<file path="src/rtl/fetch_pkg.sv">
// Shared types and constants for the instruction-fetch stage.
package fetch_pkg;

    // PC / address / instruction width
    localparam int PC_W = 32;

    // Bubble presented to IF/ID while no instruction is ready
    localparam logic [PC_W-1:0] NOP_INSTR = 32'h0000_0000;

    // Fetch FSM: issue request, wait for data, present instruction
    typedef enum logic [1:0] {
        S_REQ  = 2'd0,
        S_WAIT = 2'd1,
        S_HAVE = 2'd2
    } fetch_state_t;

endpackage

</file>
<file path="src/rtl/if_fetch_unit.sv">
// Instruction-fetch stage: owns the PC, talks to a variable-latency
// instruction memory and presents {pc_next, instruction} to IF/ID.
// Optional build macro FETCH_ALIGN_CHECK_EN enables a one-cycle
// misalign_err pulse after a redirect whose target has nonzero low bits.
module if_fetch_unit
    import fetch_pkg::*;
#(
    parameter logic [PC_W-1:0] RESET_PC = 32'h0000_0000,
    parameter logic [PC_W-1:0] PC_INCR  = 32'd4
) (
    input  logic            clk,
    input  logic            reset,
    input  logic            stall,
    input  logic            redirect_valid,
    input  logic [PC_W-1:0] redirect_pc,
    output logic            imem_req,
    output logic [PC_W-1:0] imem_addr,
    input  logic            imem_ready,
    input  logic            imem_rvalid,
    input  logic [PC_W-1:0] imem_rdata,
    output logic [PC_W-1:0] pc_next_out,
    output logic [PC_W-1:0] instruction_out,
    output logic            inst_valid,
    output logic            misalign_err
);

    fetch_state_t    state;
    logic [PC_W-1:0] pc;
    logic [PC_W-1:0] inst_buf;
    logic            drop;       // one in-flight response must be discarded
    logic [PC_W-1:0] redir_aligned;
    logic            have;

    assign redir_aligned = {redirect_pc[PC_W-1:2], 2'b00};
    assign have          = (state == S_HAVE);

    // Outputs decode from registered state only; imem_rdata never reaches them directly
    assign imem_req        = (state == S_REQ) && !reset;
    assign imem_addr       = pc;
    assign inst_valid      = have;
    assign instruction_out = have ? inst_buf : NOP_INSTR;
    assign pc_next_out     = have ? (pc + PC_INCR) : '0;

    // Fetch FSM, PC register and instruction buffer; redirect outranks stall
    always_ff @(posedge clk or posedge reset) begin
        if (reset) begin
            state    <= S_REQ;
            pc       <= RESET_PC;
            drop     <= 1'b0;
            inst_buf <= '0;
        end else if (redirect_valid) begin
            pc <= redir_aligned;
            case (state)
                S_REQ: begin
                    // If the old address was accepted this cycle, its data must be dropped
                    if (imem_ready) begin
                        drop  <= 1'b1;
                        state <= S_WAIT;
                    end
                end
                S_WAIT: begin
                    if (imem_rvalid) begin
                        drop  <= 1'b0;
                        state <= S_REQ;
                    end else begin
                        drop <= 1'b1;
                    end
                end
                S_HAVE: begin
                    inst_buf <= '0;
                    state    <= S_REQ;
                end
                default: state <= S_REQ;
            endcase
        end else begin
            case (state)
                S_REQ: begin
                    if (imem_ready) state <= S_WAIT;
                end
                S_WAIT: begin
                    if (imem_rvalid) begin
                        if (drop) begin
                            drop  <= 1'b0;
                            state <= S_REQ;
                        end else begin
                            inst_buf <= imem_rdata;
                            state    <= S_HAVE;
                        end
                    end
                end
                S_HAVE: begin
                    if (!stall) begin
                        pc    <= pc + PC_INCR;
                        state <= S_REQ;
                    end
                end
                default: state <= S_REQ;
            endcase
        end
    end

`ifdef FETCH_ALIGN_CHECK_EN
    logic misalign_q;

    // Flag a redirect target with nonzero low bits for exactly one cycle
    always_ff @(posedge clk or posedge reset) begin
        if (reset) misalign_q <= 1'b0;
        else       misalign_q <= redirect_valid && (redirect_pc[1:0] != 2'b00);
    end

    assign misalign_err = misalign_q;
`else
    // Low target bits are dropped silently in this build
    logic unused_redir_low;
    assign unused_redir_low = ^redirect_pc[1:0];
    assign misalign_err     = 1'b0;
`endif

endmodule

</file>
<file path="config.mk">
export PLATFORM = sky130hd
export DESIGN_NAME = if_fetch_unit
export DESIGN_NICKNAME = d
export VERILOG_FILES = /design/src/rtl/fetch_pkg.sv /design/src/rtl/if_fetch_unit.sv
export SDC_FILE = /design/constraint.sdc
export NUM_CORES = 1
export LEC_CHECK = 0
export CAP_MARGIN = 20
export CORE_UTILIZATION = 40
export CTS_CLUSTER_DIAMETER = 30
export DETAILED_ROUTE_END_ITERATION = 16
export GPL_TIMING_DRIVEN = 0
export PLACE_DENSITY_LB_ADDON = 0.15
export SETUP_SLACK_MARGIN = 0.1
export SLEW_MARGIN = 20
export SYNTH_ARGS = -nofsm -noshare
export SYNTH_HDL_FRONTEND = slang
export SYNTH_SLANG_ARGS = --single-unit
</file>
<file path="constraint.sdc">
create_clock -name clk -period 7.37 [get_ports clk]
set_clock_uncertainty 0.15 [all_clocks]
set_input_delay 1.1055 -clock clk [delete_from_list [all_inputs] [get_ports clk]]
set_output_delay 1.1055 -clock clk [all_outputs]
set_load 0.05 [all_outputs]
</file>
## After elaboration in Yosys (flattened, before gate mapping)

Index checks and enable logic that the tools add are counted.

| operators by class | value |
|---|---|
| equal/unequal tests | 8 |
| $add $sub $neg | 1 |
| reductions and logical operators | 11 |
| multiplexer cells | 24 |

Operators with widths:

| cell | count |
|---|---|
| $mux 32 | 10 |
| $add 32x3->32 const B | 1 |
| $mux 2 | 6 |
| $reduce_and 4->1 | 2 |
| $reduce_bool 2->1 | 4 |
| $ne 3x3->1 const B | 2 |
| $pmux 2 s3 | 1 |
| $mux 1 | 5 |
| $ne 2x1->1 const B | 2 |
| $ne 2x2->1 const B | 2 |
| $pmux 2 s2 | 1 |
| $reduce_and 2->1 | 2 |
| $eq 2x1->1 const B | 1 |
| $eq 2x2->1 const B | 1 |
| $logic_not 2->1 | 1 |
| $pmux 1 s2 | 1 |
| $logic_and 1x1->1 | 1 |
| $logic_not 1->1 | 1 |

| word-level totals | value |
|---|---|
| register bits | 67 |
| output and inout bits | 99 |
| input port bits | 70 |

## Logic depth before layout (Yosys ltp)

Gate-level depths: netlist of run 1.

| depth | value |
|---|---|
| depth after elaboration | 4 |
| depth in mapped cells | 7 |
| gate-level depth less buffers | 5 |

## Least setup slack after synthesis of run 1

OpenSTA, ideal clock, no wires.

| timing | value |
|---|---|
| kind | register to output |
| start | register pc[2], in the netlist imem_addr[2] |
| end | output pc_next_out[28] |
| slack | 2377 ps |
| arrival | 3737 ps |
| cell stages (with the launch flop) | 7 |
| required time | 6115 ps |
| cell sequence | dfrtp_1 > ha_1 > nand3_2 > or4_1 > clkbuf_1 > clkbuf_1 > o41ai_1 |

| between the ends | value |
|---|---|
| longest elaborated chain between the ends | 2 |

RTL lines:

| what | RTL line | source |
|---|---|---|
| from (decl) | if_fetch_unit.sv:28 | `logic [PC_W-1:0] pc;` |
| from (signal assigned) | if_fetch_unit.sv:52 | `pc <= redir_aligned;` |
| from (signal assigned) | if_fetch_unit.sv:93 | `pc <= pc + PC_INCR;` |
| $add 32x3->32 | if_fetch_unit.sv:42 | `assign pc_next_out = have ? (pc + PC_INCR) : '0;` |
| $mux 32 | if_fetch_unit.sv:42 |  |
| to (decl) | if_fetch_unit.sv:21 | `output logic [PC_W-1:0] pc_next_out,` |

Every way passes these cells.

## Worst setup path after layout of run 1

Same ends and word-level chain as after synthesis.

==> results of run 1 <==
## cells in the mapped netlist, drive strengths merged (6+ instances only)
library cell  count  area share (%)
nand4            14             2.6
a31oi            17             2.7
nor3              6            0.76
o31ai            17             3.2
inv               7            0.67
or3              14             2.2
buf              15             2.2
dfrtp            65              41
clkbuf           34             3.3
and2             34             5.4
xor2              6             1.3
xnor2            14             3.1
nand3            13             1.8
a21oi            18             2.3
or4              23             4.5
nor2             33             3.1
o21ai            25             3.2
nor4              7             1.1
a22o             32             7.1
nand2            29             2.8
## stage by stage
step / power, mW / hold slack (ns) / std cells / instance area (µm²) / setup slack (ns)
2_1_floorplan: 0.823 / 0.308 / 454 / 3960 / 2.38
3_3_place_gp: 0.972 / 0.324 / 744 / 5730 / 2.69
3_5_place_dp: 0.990 / 0.324 / 745 / 5750 / 2.64
4_1_cts: 1.31 / 0.351 / 761 / 5960 / 2.27
5_1_grt: 1.38 / 0.363 / 761 / 5960 / 2.07
6_report: 1.31 / 0.352 / 761 / 5960 / 2.31
## per-layer routing
metal,vias up,routed length (µm),GRT usage (%)
met5,-,0,0
met1,2025,5440,33.0
li1,2007,-,-
met3,20,949,4.55
met4,0,195,8.03
met2,184,5990,40.2
## report_power, final
part	internal (mW)	switching [mW]	total (mW)
clock	0.160	0.164	0.324
combinational	0.193	0.256	0.450
sequential	0.464	0.0711	0.535
total	0.817	0.492	1.31
## cell families after synthesis
logic type,after synthesis,synth area share [%]
AND/OR/NAND/NOR,188,27.0
AO/OA/AOI/OAI,116,20.1
flip-flops,65,41.3
buffers and inverters,57,6.25
XOR/XNOR,20,4.44
multiplexers,2,0.508
adder cells (fa/ha/maj),1,0.317
other,1,0.0951
## cell type report
type / instances / area [µm²] / share of cell area, %
buffer: 49 / 216 / 3.63
clock buffer: 9 / 124 / 2.08
clock inverter: 7 / 80.1 / 1.34
inverter: 8 / 32.5 / 0.546
multi-input combinational: 332 / 2080 / 35.0
sequential: 65 / 1630 / 27.3
tap: 129 / 161 / 2.71
timing repair buffer: 162 / 1630 / 27.4
## registers in the layout, summed over array words and instances, names as in the netlist
name / flops
inst_buf: 32
state: 2
drop: 1
imem_addr: 30
## worst register-to-register path, stage by stage (launching register included)
cell      delay, ns
dfrtp_1        0.53
ha_1           0.31
nand3_2        0.17
or4_1          0.52
clkbuf_1       0.24
clkbuf_1       0.27
o31ai_1        0.25
a31oi_1        0.12
## path summary, 6_finish.rpt
kind,slack [ns],end
worst min register to register,0.35,inst_buf[29]
worst max-delay path,2.31,pc_next_out[28]
min in group asynchronous,0.98,inst_buf[0]
worst max register to register,4.68,imem_addr[16]
max in group asynchronous,5.55,imem_addr[28]
worst min-delay path,0.35,inst_buf[29]
==> qor.yml, run 1 <==
status:
  status: "finished, final reports clean"
timing:
  rsz0062_at_grt: "false"
  slew_violations: 0
  maxSlewHeadroom_pct: 28.0
  fmax_ghz: 0.198
  post-route-period-util_pct: 68.6
  min_period_ns: 5.06
  hold_violations: 0
  tns_ns: 0
  setup_viol: 0
  worstMarginPinSlew_ns: 1.07
worst_setup_path:
  slowest_delay_ns: 0.89
  cp_num_buf_inv: 3
  end_kind: "output port"
  cp_top_family: "buffers and inverters"
  path_cells: "ha_1, nand3_2, or4_1, clkbuf_1, clkbuf_1, o41ai_1, clkdlybuf4s50_1"
  required_ns: 6.11
  r2r_start: "imem_addr[2]"
  cpMostUsedCell: "clkbuf_1"
  crit_fanout: 10
  worst_setup_path_start_kind: "flip-flop"
  arrival_ns: 3.80
  rr_worst_depth: 7
  path_depth: 7
  startpoint: "imem_addr[2]"
  worstSetupPathType: "reg2out"
  crit_path_top_delay_cell: "clkdlybuf4s50_1"
pwr:
  pwr_density_cell_nw_per_um2: 220
  ir_drop_v: 0.000136
  total_leakage_power_nw: 2.27
die:
  rows: 35
  ios: 169
  die_w_um: 101
  die-area_um2: 10300
  die_y_um: 101
  core_um2: 9370
  initial_core_util_pct: 42.1
grt:
  grt_antenna_before_repair: 0
  grt_pass1_vias: 4033
  grt_usage_pct: 24.6
  grt_max_degree: 34
  overflow: 0
  grt_pass1_wl_um: 19700
min_path:
  hold_class: "reg2reg"
  hold_start: "inst_buf[29]"
  hold_depth: 1
route:
  drtIter0Drc: 173
  ant_nets: 0
  viasPerCell: 5.57
  drc_errors: 0
  routed_wl_um: 12600
  dr.pass1.iters: 5
  num_vias: 4236
  post_drt_wl_per_cell_um: 16.5
clock_network:
  cts_resized: 0
  cts_buffers: 9
  cts_setup_buffers: 0
  cts_hold_buf: 0
  htreeDepth: 3
  cts_tree: "yes"
  clk_pin_slew_ns: 0.09
  root_buffer: "clkbuf_8"
  cts.sinks: 65
  clock_path_buffers: 2
  clock_latency_ns: 0.36
placement:
  routabilityCongestion: 0.865
  io_buffer_count: 161
  dpl.hpwl_um: 9220
synthesis:
  syn_area_um2: 3940
  synthArstFlopShare_pct: 100
  synth-edff-count: 0
  synth.distinct_cells: 46
  yosysSeqAreaShare_pct: 41.3
  ys_ff_latch: 65
  yosysWarningCount: 0
  synthFlopType: "dfrtp_1"
  syn_avg_cell_area_um2: 8.76
  syn_inst: 450
final_layout:
  final_common_cell: "clkdlybuf4s50_1"
  area_delta_synth_final_pct: 51.1
  drive_above_1_share_pct: 5.38
  filler_cell_count: 867
  nNetsFinal: 698
  utilization_pct: 63.6
  final_cell_mix: "161 x clkdlybuf4s50_1, 65 x dfrtp_1, 34 x and2_1, 33 x nor2_1"
  antenna_cells: 0
run:
  cap_violations: 0
Power figures use the tool's default switching activity.
==> run 2: changes to the inputs <==
--- a/config.mk
+++ b/config.mk
@@ -6,7 +6,7 @@
 export NUM_CORES = 1
 export LEC_CHECK = 0
 export CAP_MARGIN = 20
-export CORE_UTILIZATION = 40
+export CORE_UTILIZATION = 39
 export CTS_CLUSTER_DIAMETER = 30
 export DETAILED_ROUTE_END_ITERATION = 16
 export GPL_TIMING_DRIVEN = 0
==> constraint.sdc (replaced) <==
create_clock -name clk -period 4.35 [get_ports clk]
set_clock_uncertainty 0.15 [all_clocks]
set_input_delay 0.6525 -clock clk [delete_from_list [all_inputs] [get_ports clk]]
set_output_delay 0.6525 -clock clk [all_outputs]
set_load 0.05 [all_outputs]
==> run 2 against run 1 <==
  * Clock power up 80%
  * Global-route usage down 0.23 points
  * Power increased by 72%
  * Non-clock buffer count did not move
  * Final cell count is 0.53% higher
  * Critical path type unchanged
  * Critical endpoint is now pc_next_out[21]
  * Largest cell class unchanged
  * Highest routed layer unchanged
==> qor.yml, run 2 (synthesis results as in run 1) <==
status:
  status: "finished, final reports clean"  # unchanged
final_layout:
  final-instance-count-excl-fill: 765  # was 761
  top_register: "inst_buf"  # unchanged
  area_delta_synth_final_pct: 51.9  # was 51.1%
  filler_cell_count: 875  # was 867
  final_common_cell: "clkdlybuf4s50_1"  # unchanged
  utilization_pct: 61.3  # was 63.6%
  antenna_cells: 0  # unchanged
  nNetsFinal: 698  # unchanged
  drive_above_1_share_pct: 5.85  # was 5.38%
  final_cell_mix: "148 x clkdlybuf4s50_1, 65 x dfrtp_1, 34 x and2_1, 33 x nor2_1"  # was 161 x clkdlybuf4s50_1, 65 x dfrtp_1, 34 x and2_1, 33 x nor2_1
  largest_reg_flops: 32  # unchanged
grt:
  grt_pass1_vias: 4084  # was 4033
  overflow: 0  # unchanged
  grt_pass1_wl_um: 19900  # was 19700 µm
  grt_antenna_before_repair: 0  # unchanged
  grt_usage_pct: 24.4  # was 24.6%
  grt_max_degree: 44  # was 34
die:
  initial_core_util_pct: 40.3  # was 42.1%
  ios: 169  # unchanged
  die-area_um2: 10500  # was 10300 µm²
  die_w_um: 103  # was 101 µm
  rows: 36  # was 35
  core_um2: 9770  # was 9370 µm²
  die_y_um: 103  # was 101 µm
worst_setup_path:
  slowest_delay_ns: 0.83  # was 0.89 ns
  arrival_ns: 3.26  # was 3.80 ns
  end_kind: "output port"  # unchanged
  cp_num_buf_inv: 3  # unchanged
  cp_top_family: "simple AND/OR/NAND/NOR gates"  # was buffers and inverters
  required_ns: 3.55  # was 6.11 ns
  crit_path_top_delay_cell: "clkdlybuf4s50_1"  # unchanged
  worst_setup_path_start_kind: "flip-flop"  # unchanged
  crit_fanout: 10  # unchanged
  path_cells: "buf_2, nand4_4, or4_4, buf_6, or4_1, a21oi_1, clkdlybuf4s50_1"  # was ha_1, nand3_2, or4_1, clkbuf_1, clkbuf_1, o41ai_1, clkdlybuf4s50_1
  worstSetupPathType: "reg2out"  # unchanged
pwr:
  p_sw_share_pct: 35.6  # was 37.6%
  pwr-share-seq_pct: 40.7  # was 40.9%
  ir_drop_v: 0.000251  # was 0.000136 V
  p_switching_uw: 802  # was 492 µW
  power.internal_mw: 1.45  # was 817 µW
  total_leakage_power_nw: 2.41  # was 2.27 nW
  clkPwrFrac_pct: 25.9  # was 24.7%
  p_comb_share_pct: 33.4  # was 34.4%
  pwr_density_cell_nw_per_um2: 376  # was 220 nW/µm²
timing:
  maxSlewHeadroom_pct: 34.3  # was 28.0%
  worstMarginPinSlew_ns: 0.976  # was 1.07 ns
  slew_violations: 0  # unchanged
  setup_viol: 0  # unchanged
  min_period_ns: 4.06
  hold_violations: 0  # unchanged
  rsz0062_at_grt: "false"  # unchanged
  fmax_ghz: 0.246
  post-route-period-util_pct: 93.3
  tns_ns: 0  # unchanged
placement:
  io_buffer_count: 161  # unchanged
  routabilityCongestion: 0.862  # was 0.865
  dpl.hpwl_um: 9270  # was 9220 µm
  dp.cells: 749  # was 745
run:
  cap_violations: 0  # unchanged
clock_network:
  cts_tree: "yes"  # unchanged
  clk_pin_slew_ns: 0.08  # was 0.09 ns
  cts.sinks: 65  # unchanged
  clock_latency_ns: 0.33  # was 0.36 ns
  cts_buffers: 9  # unchanged
  clock_path_buffers: 2  # unchanged
  cts_setup_buffers: 0  # unchanged
  cts_hold_buf: 0  # unchanged
  htreeDepth: 3  # unchanged
  root_buffer: "clkbuf_8"  # unchanged
route:
  routed_wl_um: 12600  # about the same
  num_vias: 4220  # was 4236
  ant_nets: 0  # unchanged
  dr.pass1.iters: 5  # unchanged
  drc_errors: 0  # unchanged
  post_drt_wl_per_cell_um: 16.5  # about the same
  drtIter0Drc: 221  # was 173
  viasPerCell: 5.52  # was 5.57
min_path:
  hold_class: "reg2reg"  # unchanged
[run 2: worst paths after layout]
| check | from | end | slack (ns) | cells after the start |
|---|---|---|---|---|
| worst max-delay path | imem_addr[4] | pc_next_out[21] | 0.29 | 7 |
| worst min-delay path | inst_buf[25] | inst_buf[25] | 0.35 | 1 |
| worst max register to register | imem_addr[2] | imem_addr[16] | 1.66 | 7 |
| worst min register to register | inst_buf[25] | inst_buf[25] | 0.35 | 1 |
| max in group asynchronous | reset | inst_buf[25] | 3.00 | 3 |
| min in group asynchronous | reset | imem_addr[3] | 0.52 | 2 |
[run 2: power by group through the flow]
stage	clock (mW)	combinational, mW	sequential, mW
5_1_grt	0.620	0.809	0.938
4_1_cts	0.585	0.757	0.914
6_report	0.584	0.751	0.916
3_3_place_gp	0	0.737	0.913
2_1_floorplan	0	0.426	0.968
3_5_place_dp	0	0.767	0.911
[run 2: layout make-up]
cell class	count	area, µm²	share of cell area (%)
Clock buffer	11	141	2.36
Multi-Input combinational cell	332	2090	34.9
Buffer	49	218	3.64
Sequential cell	65	1630	27.2
Tap cell	133	166	2.78
Timing Repair Buffer	162	1630	27.3
Inverter	8	32.5	0.543
Clock inverter	5	78.8	1.32
[run 2: repair_timing]
action                                 CTS  global route
gates resized for setup                  8            12
setup endpoints to repair                8            10
endpoints found under the hold margin    0             0
pin swaps                                0             0
cloned                                   0             0
[run 2: routing by layer]
layer | wire (µm) | global-route usage (%) | share of wire [%]
met3 | 1170 | 5.97 | 9.3
met5 | 0 | 0 | 0
met2 | 6040 | 39.4 | 48
met1 | 5230 | 31.9 | 41
met4 | 165 | 8.35 | 1.3
[run 2: stage by stage]
stage / worst slack [ns] / hold slack [ns] / cell area, µm² / power, mW
3_3_place_gp: 0.264 / 0.324 / 5740 / 1.65
3_5_place_dp: 0.292 / 0.326 / 5770 / 1.68
4_1_cts: 0.176 / 0.348 / 5980 / 2.26
2_1_floorplan: 0.399 / 0.308 / 3960 / 1.39
6_report: 0.291 / 0.349 / 5990 / 2.25
5_1_grt: 0.107 / 0.367 / 5990 / 2.37
==> edit (flow settings as in run 2) <==
`PC_W`: 32 -> 64.
--- a/src/rtl/fetch_pkg.sv
+++ b/src/rtl/fetch_pkg.sv
@@ -4,3 +4,3 @@
     // PC / address / instruction width
-    localparam int PC_W = 32;
+    localparam int PC_W = 64;
 
Ports: changed (5 resized); port bits go from 169 to 329. No check against the original RTL was run, so the function may have changed too.
==> edit against run 2 <==
  * Maximum frequency down 1.9%
  * Power up 110%
  * Area after synthesis up 100%
  * Cell area up 110%
  * Wire length up 150%
  * Sequential cell count up 64
  * Register-to-register slack worse by 480 ps
  * Setup slack worse by 77 ps
  * Critical path depth up 2
  * Critical path type unchanged
  * Highest routed layer unchanged
==> edit: results (changes against run 2) <==
* Setup Slack @ Placement at -201.1 ps (was 291.5 ps)
* CTS HTree Levels at 4 (was 3)
* Hold path start: inst_buf[18] (was inst_buf[25])
* Gpl congestion at 0.9830 (was 0.8618)
* DRT Pass-1 Iters at 6 (was 5)
* CP delay by family, top: buffers and inverters (was simple AND/OR/NAND/NOR gates)
* PostCTS Resize Cnt at 62 (was 8)
* Initial DRC count at 642 (was 221)
* Initial antenna violation count at 1 (was 0)
* Worst-case reg-to-reg path depth at 6 (was 7)
* Nets at 1417 (was 698)
* Largest net degree at the start of global routing at 76 (was 44)
* Drt total wl at 31.05 mm (was 12.61 mm)
* # port buffers at 321 (was 161)
* Reg2reg start: imem_addr[2] (unchanged)
* Total GRT Usage at 29.76% (was 24.37%)
* LEAKAGE at 5.014 nW (was 2.415 nW)
* Design Area, Final at 12300 sq um (was 5988 sq um)
* Antenna Cells at 1 (was 0)
* Clock Pin Slew Worst Setup and Hold Paths at 60 ps (was 80 ps)
* Data buffer area share at 29.94% (was 30.92%)
* Multi-input logic area at 4399 sq um (was 2091 sq um)
* Number of global-route vias before repair at 8135 (was 4084)
* Filler cells at 1733 (was 875)
* Post-synth top cells: dfrtp_1, nand2_1, nor2_1 (was dfrtp_1, and2_1, nor2_1)
* Multi-input logic cell count at 704 (was 332)
* Synth area leaders: dfrtp_1, a22o_1, and2_1 (unchanged)
* Layout clock area frac at 5.025% (was 3.677%)
* Outcome: finished clean (unchanged)
* DP HPWL at 23.18 mm (was 9.267 mm)
* Max incr delay on CP at 390 ps (was 830 ps)
* Slowest CP cell: clkdlybuf4s15_2 (was clkdlybuf4s50_1)
* VDD IR-drop max at 266.1 uV (was 250.9 uV)
* Vias/cell at 5.536 (was 5.516)
* Number of flip-flops in the largest register at 64 (was 32)
* Buffers outside the clock class at 422 (was 211)
edit: changes by cell type after synthesis, moves of 13 or more:
cell,delta
o21ai_0,+45
nand3_1,+26
or3_1,+22
xnor2_1,+19
xor2_1,+38
nor2_1,+43
nor3_1,+13
a22o_1,+32
nand4_1,+32
nand2_1,+52
dfrtp_1,+64
clkbuf_1,+33
and2_1,+37
edit: kinds of logic (layout without fill, tap and decap cells):
kind of cell             Yosys count  in the layout  synth area share (%)
buffers and inverters             92            462                 4.831
AO/OA/AOI/OAI                    193            193                 16.10
XOR/XNOR                          77             77                 8.566
multiplexers                       1              1                0.1272
flip-flops                       129            129                 41.00
other                              1              6               0.04763
adder cells (fa/ha/maj)            1              1                0.1589
AND/OR/NAND/NOR                  427            427                 29.16
edit: per-layer routing:
| layer | vias up | wire, um | track usage, % | share of wire, % |
|---|---|---|---|---|
| met2 | 442 | 14550 | 48.51 | 47 |
| met3 | 68 | 3173 | 8.642 | 10 |
| li1 | 4007 | - | - | - |
| met1 | 4125 | 12170 | 36.17 | 39 |
| met5 | - | 0 | 0 | 0 |
| met4 | 0 | 1160 | 13.72 | 3.7 |
edit: final timing paths:
| kind | endpoint | slack, ps |
|---|---|---|
| max in group asynchronous | imem_addr[40] | 2770 |
| hold / removal | inst_buf[18] | 340 |
| hold reg to reg | inst_buf[18] | 340 |
| min in group asynchronous | inst_buf[45] | 530 |
| setup reg to reg | imem_addr[60] | 1180 |
| setup / recovery | pc_next_out[51] | 210 |
edit: report_power, final:
group	leakage, nW	switching, W	total, W	internal [W]
Combinational	3.13	0.000843	0.00147	0.000622
Clock	0.300	0.000602	0.00153	0.000927
Sequential	1.58	0.000254	0.00182	0.00156
Total	5.01	0.00170	0.00481	0.00311
